## src/rtl/acc_sysreg_file.sv

```systemverilog
// Accumulator file (16 x 32) plus eight system registers: status/flags, free-running
// cycle, retire and accumulator-write counters, two scratch registers and a constant ID.
module acc_sysreg_file (
   input  logic        clk_i_arf,
   input  logic        rst_i_arf,
   input  logic [4:0]  acc_wen_vctr_i_arf,
   input  logic [31:0] acc_wdata_i_arf,
   input  logic        sys_wen_i_arf,
   input  logic [2:0]  sys_waddr_i_arf,
   input  logic [31:0] sys_wdata_i_arf,
   input  logic        cc_wen_i_arf,
   input  logic [1:0]  rslt_cc_i_arf,
   input  logic        retire_i_arf,
   output logic [31:0] acc00_o_arf,
   output logic [31:0] acc01_o_arf,
   output logic [31:0] acc02_o_arf,
   output logic [31:0] acc03_o_arf,
   output logic [31:0] acc04_o_arf,
   output logic [31:0] acc05_o_arf,
   output logic [31:0] acc06_o_arf,
   output logic [31:0] acc07_o_arf,
   output logic [31:0] acc08_o_arf,
   output logic [31:0] acc09_o_arf,
   output logic [31:0] acc10_o_arf,
   output logic [31:0] acc11_o_arf,
   output logic [31:0] acc12_o_arf,
   output logic [31:0] acc13_o_arf,
   output logic [31:0] acc14_o_arf,
   output logic [31:0] acc15_o_arf,
   output logic [31:0] sysreg00_o_arf,
   output logic [31:0] sysreg01_o_arf,
   output logic [31:0] sysreg02_o_arf,
   output logic [31:0] sysreg03_o_arf,
   output logic [31:0] sysreg04_o_arf,
   output logic [31:0] sysreg05_o_arf,
   output logic [31:0] sysreg06_o_arf,
   output logic [31:0] sysreg07_o_arf
);

   localparam logic [2:0]  AddrStatus  = 3'd0;
   localparam logic [2:0]  AddrCycLo   = 3'd1;
   localparam logic [2:0]  AddrCycHi   = 3'd2;
   localparam logic [2:0]  AddrRetire  = 3'd3;
   localparam logic [2:0]  AddrScr0    = 3'd4;
   localparam logic [2:0]  AddrScr1    = 3'd5;
   localparam logic [2:0]  AddrAccWr   = 3'd6;
   localparam logic [31:0] IdValue     = 32'h0000_0001;

   logic [31:0] acc_q [16];
   logic        zero_q, zero_d;
   logic        ovf_q, ovf_d;
   logic        sticky_q, sticky_d;
   logic        cen_q, cen_d;
   logic [31:0] cyc_lo_q, cyc_lo_d;
   logic [31:0] cyc_hi_q, cyc_hi_d;
   logic [31:0] retire_q, retire_d;
   logic [31:0] scr0_q, scr0_d;
   logic [31:0] scr1_q, scr1_d;
   logic [31:0] accwr_q, accwr_d;

   logic acc_we;
   logic wr_status, wr_cyc_lo, wr_cyc_hi, wr_retire, wr_scr0, wr_scr1, wr_accwr;
   logic lo_carry;

   assign acc_we    = acc_wen_vctr_i_arf[4];
   assign wr_status = sys_wen_i_arf && (sys_waddr_i_arf == AddrStatus);
   assign wr_cyc_lo = sys_wen_i_arf && (sys_waddr_i_arf == AddrCycLo);
   assign wr_cyc_hi = sys_wen_i_arf && (sys_waddr_i_arf == AddrCycHi);
   assign wr_retire = sys_wen_i_arf && (sys_waddr_i_arf == AddrRetire);
   assign wr_scr0   = sys_wen_i_arf && (sys_waddr_i_arf == AddrScr0);
   assign wr_scr1   = sys_wen_i_arf && (sys_waddr_i_arf == AddrScr1);
   assign wr_accwr  = sys_wen_i_arf && (sys_waddr_i_arf == AddrAccWr);

   // A software write to CYCLE_LO swallows the carry that would otherwise ripple into HI.
   assign lo_carry = cen_q && (cyc_lo_q == 32'hFFFF_FFFF) && !wr_cyc_lo;

   always_comb begin
      zero_d   = zero_q;
      ovf_d    = ovf_q;
      sticky_d = sticky_q;
      cen_d    = cen_q;
      if (wr_status) begin
         cen_d = sys_wdata_i_arf[8];
         if (!sys_wdata_i_arf[2]) sticky_d = 1'b0;
      end
      if (cc_wen_i_arf) begin
         zero_d = rslt_cc_i_arf[0];
         ovf_d  = rslt_cc_i_arf[1];
         if (rslt_cc_i_arf[1]) sticky_d = 1'b1;
      end
   end

   // Counters advance on the CEN in effect before this edge, so a STATUS write lands late.
   always_comb begin
      cyc_lo_d = wr_cyc_lo ? sys_wdata_i_arf : cyc_lo_q + {31'd0, cen_q};
      cyc_hi_d = wr_cyc_hi ? sys_wdata_i_arf : cyc_hi_q + {31'd0, lo_carry};
      retire_d = wr_retire ? sys_wdata_i_arf : retire_q + {31'd0, cen_q && retire_i_arf};
      accwr_d  = wr_accwr  ? sys_wdata_i_arf : accwr_q + {31'd0, cen_q && acc_we};
      scr0_d   = wr_scr0   ? sys_wdata_i_arf : scr0_q;
      scr1_d   = wr_scr1   ? sys_wdata_i_arf : scr1_q;
   end

   always_ff @(posedge clk_i_arf) begin
      if (rst_i_arf) begin
         for (int i = 0; i < 16; i++) acc_q[i] <= '0;
      end else if (acc_we) begin
         acc_q[acc_wen_vctr_i_arf[3:0]] <= acc_wdata_i_arf;
      end
   end

   always_ff @(posedge clk_i_arf) begin
      if (rst_i_arf) begin
         zero_q   <= 1'b0;
         ovf_q    <= 1'b0;
         sticky_q <= 1'b0;
         cen_q    <= 1'b1;
         cyc_lo_q <= '0;
         cyc_hi_q <= '0;
         retire_q <= '0;
         scr0_q   <= '0;
         scr1_q   <= '0;
         accwr_q  <= '0;
      end else begin
         zero_q   <= zero_d;
         ovf_q    <= ovf_d;
         sticky_q <= sticky_d;
         cen_q    <= cen_d;
         cyc_lo_q <= cyc_lo_d;
         cyc_hi_q <= cyc_hi_d;
         retire_q <= retire_d;
         scr0_q   <= scr0_d;
         scr1_q   <= scr1_d;
         accwr_q  <= accwr_d;
      end
   end

   assign acc00_o_arf = acc_q[0];
   assign acc01_o_arf = acc_q[1];
   assign acc02_o_arf = acc_q[2];
   assign acc03_o_arf = acc_q[3];
   assign acc04_o_arf = acc_q[4];
   assign acc05_o_arf = acc_q[5];
   assign acc06_o_arf = acc_q[6];
   assign acc07_o_arf = acc_q[7];
   assign acc08_o_arf = acc_q[8];
   assign acc09_o_arf = acc_q[9];
   assign acc10_o_arf = acc_q[10];
   assign acc11_o_arf = acc_q[11];
   assign acc12_o_arf = acc_q[12];
   assign acc13_o_arf = acc_q[13];
   assign acc14_o_arf = acc_q[14];
   assign acc15_o_arf = acc_q[15];

   assign sysreg00_o_arf = {23'd0, cen_q, 5'd0, sticky_q, ovf_q, zero_q};
   assign sysreg01_o_arf = cyc_lo_q;
   assign sysreg02_o_arf = cyc_hi_q;
   assign sysreg03_o_arf = retire_q;
   assign sysreg04_o_arf = scr0_q;
   assign sysreg05_o_arf = scr1_q;
   assign sysreg06_o_arf = accwr_q;
   assign sysreg07_o_arf = IdValue;

endmodule
```

## config.mk

```make
export PLATFORM = sky130hd
export DESIGN_NAME = acc_sysreg_file
export DESIGN_NICKNAME = d
export VERILOG_FILES = /design/src/rtl/acc_sysreg_file.sv
export SDC_FILE = /design/constraint.sdc
export NUM_CORES = 1
export LEC_CHECK = 0
export ABC_AREA = 1
export BUFFER_PORTS_ARGS = -buffer_cell sky130_fd_sc_hd__buf_2
export CAP_MARGIN = 20
export CORE_AREA = 4 4 323 325
export DETAILED_ROUTE_END_ITERATION = 10
export DIE_AREA = 0 0 327 329
export PLACE_DENSITY_LB_ADDON = 0.05
export SETUP_SLACK_MARGIN = 0.5
export SYNTH_ARGS = -nofsm -noshare
export SYNTH_HDL_FRONTEND = slang
export SYNTH_SLANG_ARGS = --single-unit
```

## constraint.sdc

```tcl
create_clock -name clk_i_arf -period 2.7 [get_ports clk_i_arf]
set_clock_uncertainty 0.2 [all_clocks]
set_input_delay 0.27 -clock clk_i_arf [delete_from_list [all_inputs] [get_ports clk_i_arf]]
set_output_delay 0.27 -clock clk_i_arf [all_outputs]
set_load 0.005 [all_outputs]
```

---- Word level (Yosys, flattened, before mapping) ----
Memory sizes are Yosys's and may differ from the RTL's.
Index checks and enable logic that the tools add are counted.
word-level totals
  output and inout bits ................... 768
  input port bits ......................... 79
  memories ................................ 1
  word-level logic and storage cells ...... 52
  memory bits (writable) .................. 512
  flip-flop bits (word level) ............. 196
memory list
  name   words  width  rd ports  clocked after Yosys merged registers in  write ports  line  RTL
  acc_q  16     32     16        0                                        16           49    logic [31:0] acc_q [16];
operators by class
  equality and inequality tests ........... 7
  $add $sub $neg .......................... 4
  reductions and logical operators ........ 14
  mux-type cells .......................... 16
operators with widths
  operator              count
  $mux 32               5
  $add 32x1->32         4
  $eq 32x32->1 const B  1
  $reduce_or 32->1      1
  $logic_and 1x1->1     11
  $mux 1                10
  $eq 3x3->1 const B    3
  $eq 3x2->1 const B    2
  $mux 4                1
  $eq 3x1->1 const B    1
  $logic_not 3->1       1
  $logic_not 1->1       1

---- Depth between registers and ports, before layout ----
  word-level depth ........................ 6
  mapped depth ............................ 19
  gate-level depth less buffers ........... 18

---- Worst setup path before layout ----
No wires, ideal clock.
  path type ............................... input to register
  from .................................... input port sys_wen_i_arf
  to ...................................... register cyc_hi_q[18] (netlist: sysreg02_o_arf[18])
  arrival ................................. 2.071 ns
  buffers on the path ..................... 1
  setup time .............................. 0.109 ns
  cell stages on the path ................. 19
  path slack .............................. 0.320 ns
  cell sequence ........................... inv_1 > nor2_2 > inv_2 > nor2_2 > inv_2 > buf_2 > nand4_1 > nor3_1 > ha_1 > ha_1 > nand2_1 > nor2_1 > nand2_2 > nor2_2 > nand2_1 > nand2_1 > nand3_1 > nand2_1 > inv_1
between the ends
  word-level cells in the longest chain between the ends .. 5
ends and longest elaborated chain
  element               line  RTL
  from (decl)           8     input logic sys_wen_i_arf,
  $logic_and 1x1->1     67    assign wr_cyc_lo = sys_wen_i_arf && (sys_waddr_i_arf == AddrCycLo);
  $logic_not 1->1       75    assign lo_carry = cen_q && (cyc_lo_q == 32'hFFFF_FFFF) && !wr_cyc_lo;
  $logic_and 1x1->1     75
  $add 32x1->32         96    cyc_hi_d = wr_cyc_hi ? sys_wdata_i_arf : cyc_hi_q + {31'd0, lo_carry};
  $mux 32 *             96
  to (signal assigned)  129   cyc_hi_q <= cyc_hi_d;
  to (decl)             55    logic [31:0] cyc_hi_q, cyc_hi_d;
Mark *: on every way between the ends. The rest lies on a longest branch, timed or not.
A chain may end at the register's enable or synchronous reset.

---- Final worst setup path ----
  from .................................... register cyc_lo_q[8] (netlist: sysreg01_o_arf[8])
  to ...................................... register cyc_hi_q[18] (netlist: sysreg02_o_arf[18])
between the ends
  word-level cells in the longest chain between the ends .. 5
ends and longest elaborated chain
  element                         line  RTL
  from (decl)                     54    logic [31:0] cyc_lo_q, cyc_lo_d;
  from (signal assigned)          128   cyc_lo_q <= cyc_lo_d;
  $eq 32x32->1                    75
  $logic_and 1x1->1 (2 in a row)  75
  $add 32x1->32                   96
  $mux 32                         96
No other way between the ends.

==> metrics.md <==
| Metric | Value |
|---|---|
| CTS tree | `yes` |
| Part of the power in combinational logic | `8.8%` |
| RSZ-0062 raised after global routing | `yes` |
| Area Overhead vs Synth | `33.98%` |
| Via density | `4.505` |
| # clock sinks | `708` |
| Leak | `17.00 nW` |
| #FFs+latches synth | `708` |
| PD cells | `669.7 nW/µm²` |
| Period Utilization, post-route | `91.03%` |
| Crit Path Class | `register to register` |
| Final TNS setup | `0 ps` |
| Largest net degree at the start of global routing | `138` |
| Initial Util | `28.63%` |
| Avg Cell Area, Syn | `9.829 µm²` |
| Maximum VDD drop | `0.4047 mV` |
| Status | `completed` |
| Initial DRT Pass Iterations | `5` |
| GRT Total Usage | `24.37%` |
| Synth Instances | `2,955` |
| Hold path start | `sys_waddr_i_arf[2]` |
| Max-slew headroom | `38.56%` |
| Crit-path most repeated cell | `nand2_1` |
| Largest family of logic cells by synthesized area | `simple AND/OR/NAND/NOR gates` |
| DIE WIDTH | `327 µm` |
| R2r endpoint | `sysreg02_o_arf[18]` |
| Clock network power share | `43.4%` |
| Dpl cells | `5,084` |
| Clk_lat worst skew | `650 ps` |
| RePlAce Congestion | `0.8347` |
| Max_cap viols | `0` |
| Finished Cell Area | `38,910 µm²` |
| Seq pwr share | `47.8%` |
| Sequential cell area fraction in the yosys report | `66.44%` |
| Synth Area in Simple Gates | `19.41%` |
| Cell Rows | `117` |
| Crit end category | `register` |
| # nets final | `3,975` |
| Final Max Slew Viols | `0` |
| Detailed router's first-iteration violation count | `1,790` |
| H-tree depth | `3` |
| Fraction of the mapped netlist area in adder cells | `0.3446%` |
| Netlist cell types | `31` |
| Final WL | `135.7 mm` |
| Cell Chain, Critical Path | `nand4_1 -> nor3_2 -> nand4_1 -> nor3_4 -> buf_6 -> ha_4 -> ha_4 -> nand2_4 -> nor2_4 -> nand2_4 -> nor2_4 -> nand2_1 -> nand2_1 -> nand3_1 -> nand2_1 -> inv_1` |
| Most frequent cells in the layout | `nor2_1 (833), buf_2 (786), edfxtp_1 (512), nand2_1 (362), inv_1 (268)` |
| Worst hold path depth | `5` |
| Fin. Hold Viols | `0` |
| Post-Syn Area | `29,050 µm²` |
| Grt total ovfl | `0` |
| Port Buffers | `786` |
| Register-to-register setup slack | `240 ps` |
| Layout fillers | `10,370` |
| Top Family by Delay on Critical Path | `simple AND/OR/NAND/NOR gates` |
| Mux cell area share after synthesis | `0%` |
| Pint | `19.47 mW` |
| Dpl cell area | `35,130 µm²` |
| CP Launch Type | `register` |
| Yosys synthesis warning count | `0` |
| IO Pins | `847` |
| Final setup fails | `0` |
| Fin crit period | `2458 ps` |
| Slowest CP cell | `dfxtp_4` |
| Share of layout cells above drive strength 1 | `29.22%` |
| Crit path buffers/inverters | `2` |
| Worst-path clk slew | `60 ps` |
| FF-to-FF Start | `sysreg01_o_arf[8]` |
| Vias | `23,990` |
| Drt drc | `0` |
| R2R depth | `16` |
| Slowest stage delay, CP | `350 ps` |
| Worst Path Required | `3050 ps` |
| Number of global-route vias before repair | `23,000` |
| Compound-Gate Fraction of Synth Area | `5.523%` |
| CP max FO | `6` |
| Cts bufs inserted | `83` |
| First-pass GRT wire length | `185.9 mm` |
| Max Freq | `406.9 MHz` |
| Die area | `107,600 µm²` |
| Root Buffer | `clkbuf_16` |
| Worst Tran Pin Value | `920.2 ps` |
| Switching power | `6.590 mW` |
| Clock Path Buffers | `3` |
| Final instance count without filler cells | `5,325` |
| Most common cell after layout, fill and taps aside | `nor2_1` |
| Total power | `26.06 mW` |
| Xor/xnor share of the synthesized area | `1.025%` |
| Die Height | `329 µm` |
| HP Class | `primary input to register` |
| Detailed Place HPWL | `97.98 mm` |
| Switching part of the total | `25.29%` |
| Post-DRT Antenna Nets | `0` |
| Critical Path AT | `2810 ps` |
| Initial antenna violation count | `4` |
| Routed WL per cell | `25.48 µm` |
| Fin util | `38.36%` |
| Total core area | `101,400 µm²` |
| Hold Path End | `sysreg05_o_arf[31]` |
[power groups by stage]
| stage | registers (mW) | clock network [mW] | logic (mW) |
|---|---|---|---|
| global route | 12.5 | 12.0 | 2.46 |
| detailed placement | 12.7 | 0 | 2.26 |
| floorplan | 12.7 | 0 | 0.666 |
| CTS | 12.5 | 11.6 | 2.35 |
| finish | 12.5 | 11.3 | 2.30 |
| global placement | 12.7 | 0 | 2.27 |
[cell type report]
class	count	area, µm²	area share (%)
Multi-Input combinational cell	1825	8223	21.13
Sequential cell	708	19310	49.63
Clock buffer	114	2275	5.845
Antenna cell	1	2.502	0.006431
Timing Repair Buffer	993	5911	15.19
Tap cell	1368	1712	4.399
Inverter	277	1052	2.704
Clock inverter	39	425.4	1.093
[registers in the layout, summed over array words and instances, names as in the netlist]
register,flops
acc_q,512
sysreg01_o_arf,32
sysreg02_o_arf,32
sysreg03_o_arf,32
sysreg04_o_arf,32
sysreg05_o_arf,32
sysreg06_o_arf,32
cen_q,1
ovf_q,1
sticky_q,1
zero_q,1
[metrics by stage]
stage,hold WS [ps],setup slack [ps]
floorplan,204.9,462.4
global placement,254.9,20.28
detailed placement,254.2,5.699
CTS,1.234,178.4
global route,82.98,71.87
finish,67.76,242.3
[routing by layer]
| metal | GRT usage (%) | up-vias | routed length (µm) |
|---|---|---|---|
| met5 | 0 | - | 0 |
| met4 | 8.750 | 0 | 4982 |
| met3 | 6.866 | 148 | 10280 |
| li1 | - | 11330 | - |
| met1 | 29.00 | 11680 | 53600 |
| met2 | 42.19 | 829 | 66800 |
[how the worst max path moves through the flow]
stage / startpoint / endpoint / slack (ps) / cells past startpoint
3_5_place_dp: sysreg01_o_arf[8] / sysreg02_o_arf[27] / 6 / 15
3_3_place_gp: sysreg01_o_arf[8] / sysreg02_o_arf[11] / 20 / 14
5_1_grt: sysreg01_o_arf[8] / sysreg02_o_arf[12] / 70 / 15
6_report: sysreg01_o_arf[8] / sysreg02_o_arf[18] / 240 / 16
2_1_floorplan: rst_i_arf / acc_q[10][0] / 460 / 4
4_1_cts: sysreg01_o_arf[8] / sysreg02_o_arf[18] / 180 / 16
[cells by family after synthesis]
group           count (synthesis)
simple gates                 1408
fa+ha+maj                       8
xor+xnor                       34
buf+inv                       480
other cells                     2
compound gates                315
flops                         708
[worst min-delay path, stage by stage]
cell and delay (ps):
buf_2 120, nand2_1 200, nor2_4 90, o21ai_0 140
nor2_1 50
[synthesized netlist by cell type]
master	instances	area share, %
buf_2	37	0.64
nor3_4	1	0.056
inv_1	271	3.5
nand2_2	7	0.15
nand3_1	114	2.0
or2_2	3	0.065
nand4_1	4	0.086
and2_1	2	0.043
nor2_2	21	0.45
nor2_1	846	11
dfxtp_1	196	14
buf_4	67	1.7
o21ai_1	5	0.086
inv_2	6	0.078
o21ai_0	186	3.2
nor2_4	9	0.35
conb_1	2	0.026
a211oi_1	1	0.026
o21bai_1	9	0.23
clkbuf_2	1	0.017
nor3_1	3	0.052
xnor2_1	21	0.63
a21oi_1	113	1.9
o211ai_1	1	0.026
edfxtp_1	512	53
nand2_1	390	5.0
clkbuf_1	98	1.3
ha_1	8	0.34
nor3_2	1	0.034
nand3b_1	7	0.18
xor2_1	13	0.39
[repair_timing]
action | in CTS | in global routing
endpoints found under the hold margin | 576 | 0
hold buffers | 75 | 0
setup buffers | 2 | 10
resized for setup | 25 | 36
pin swaps | 14 | 11
endpoints found under the setup margin | 44 | 72
(Power assumes the default switching activity.)
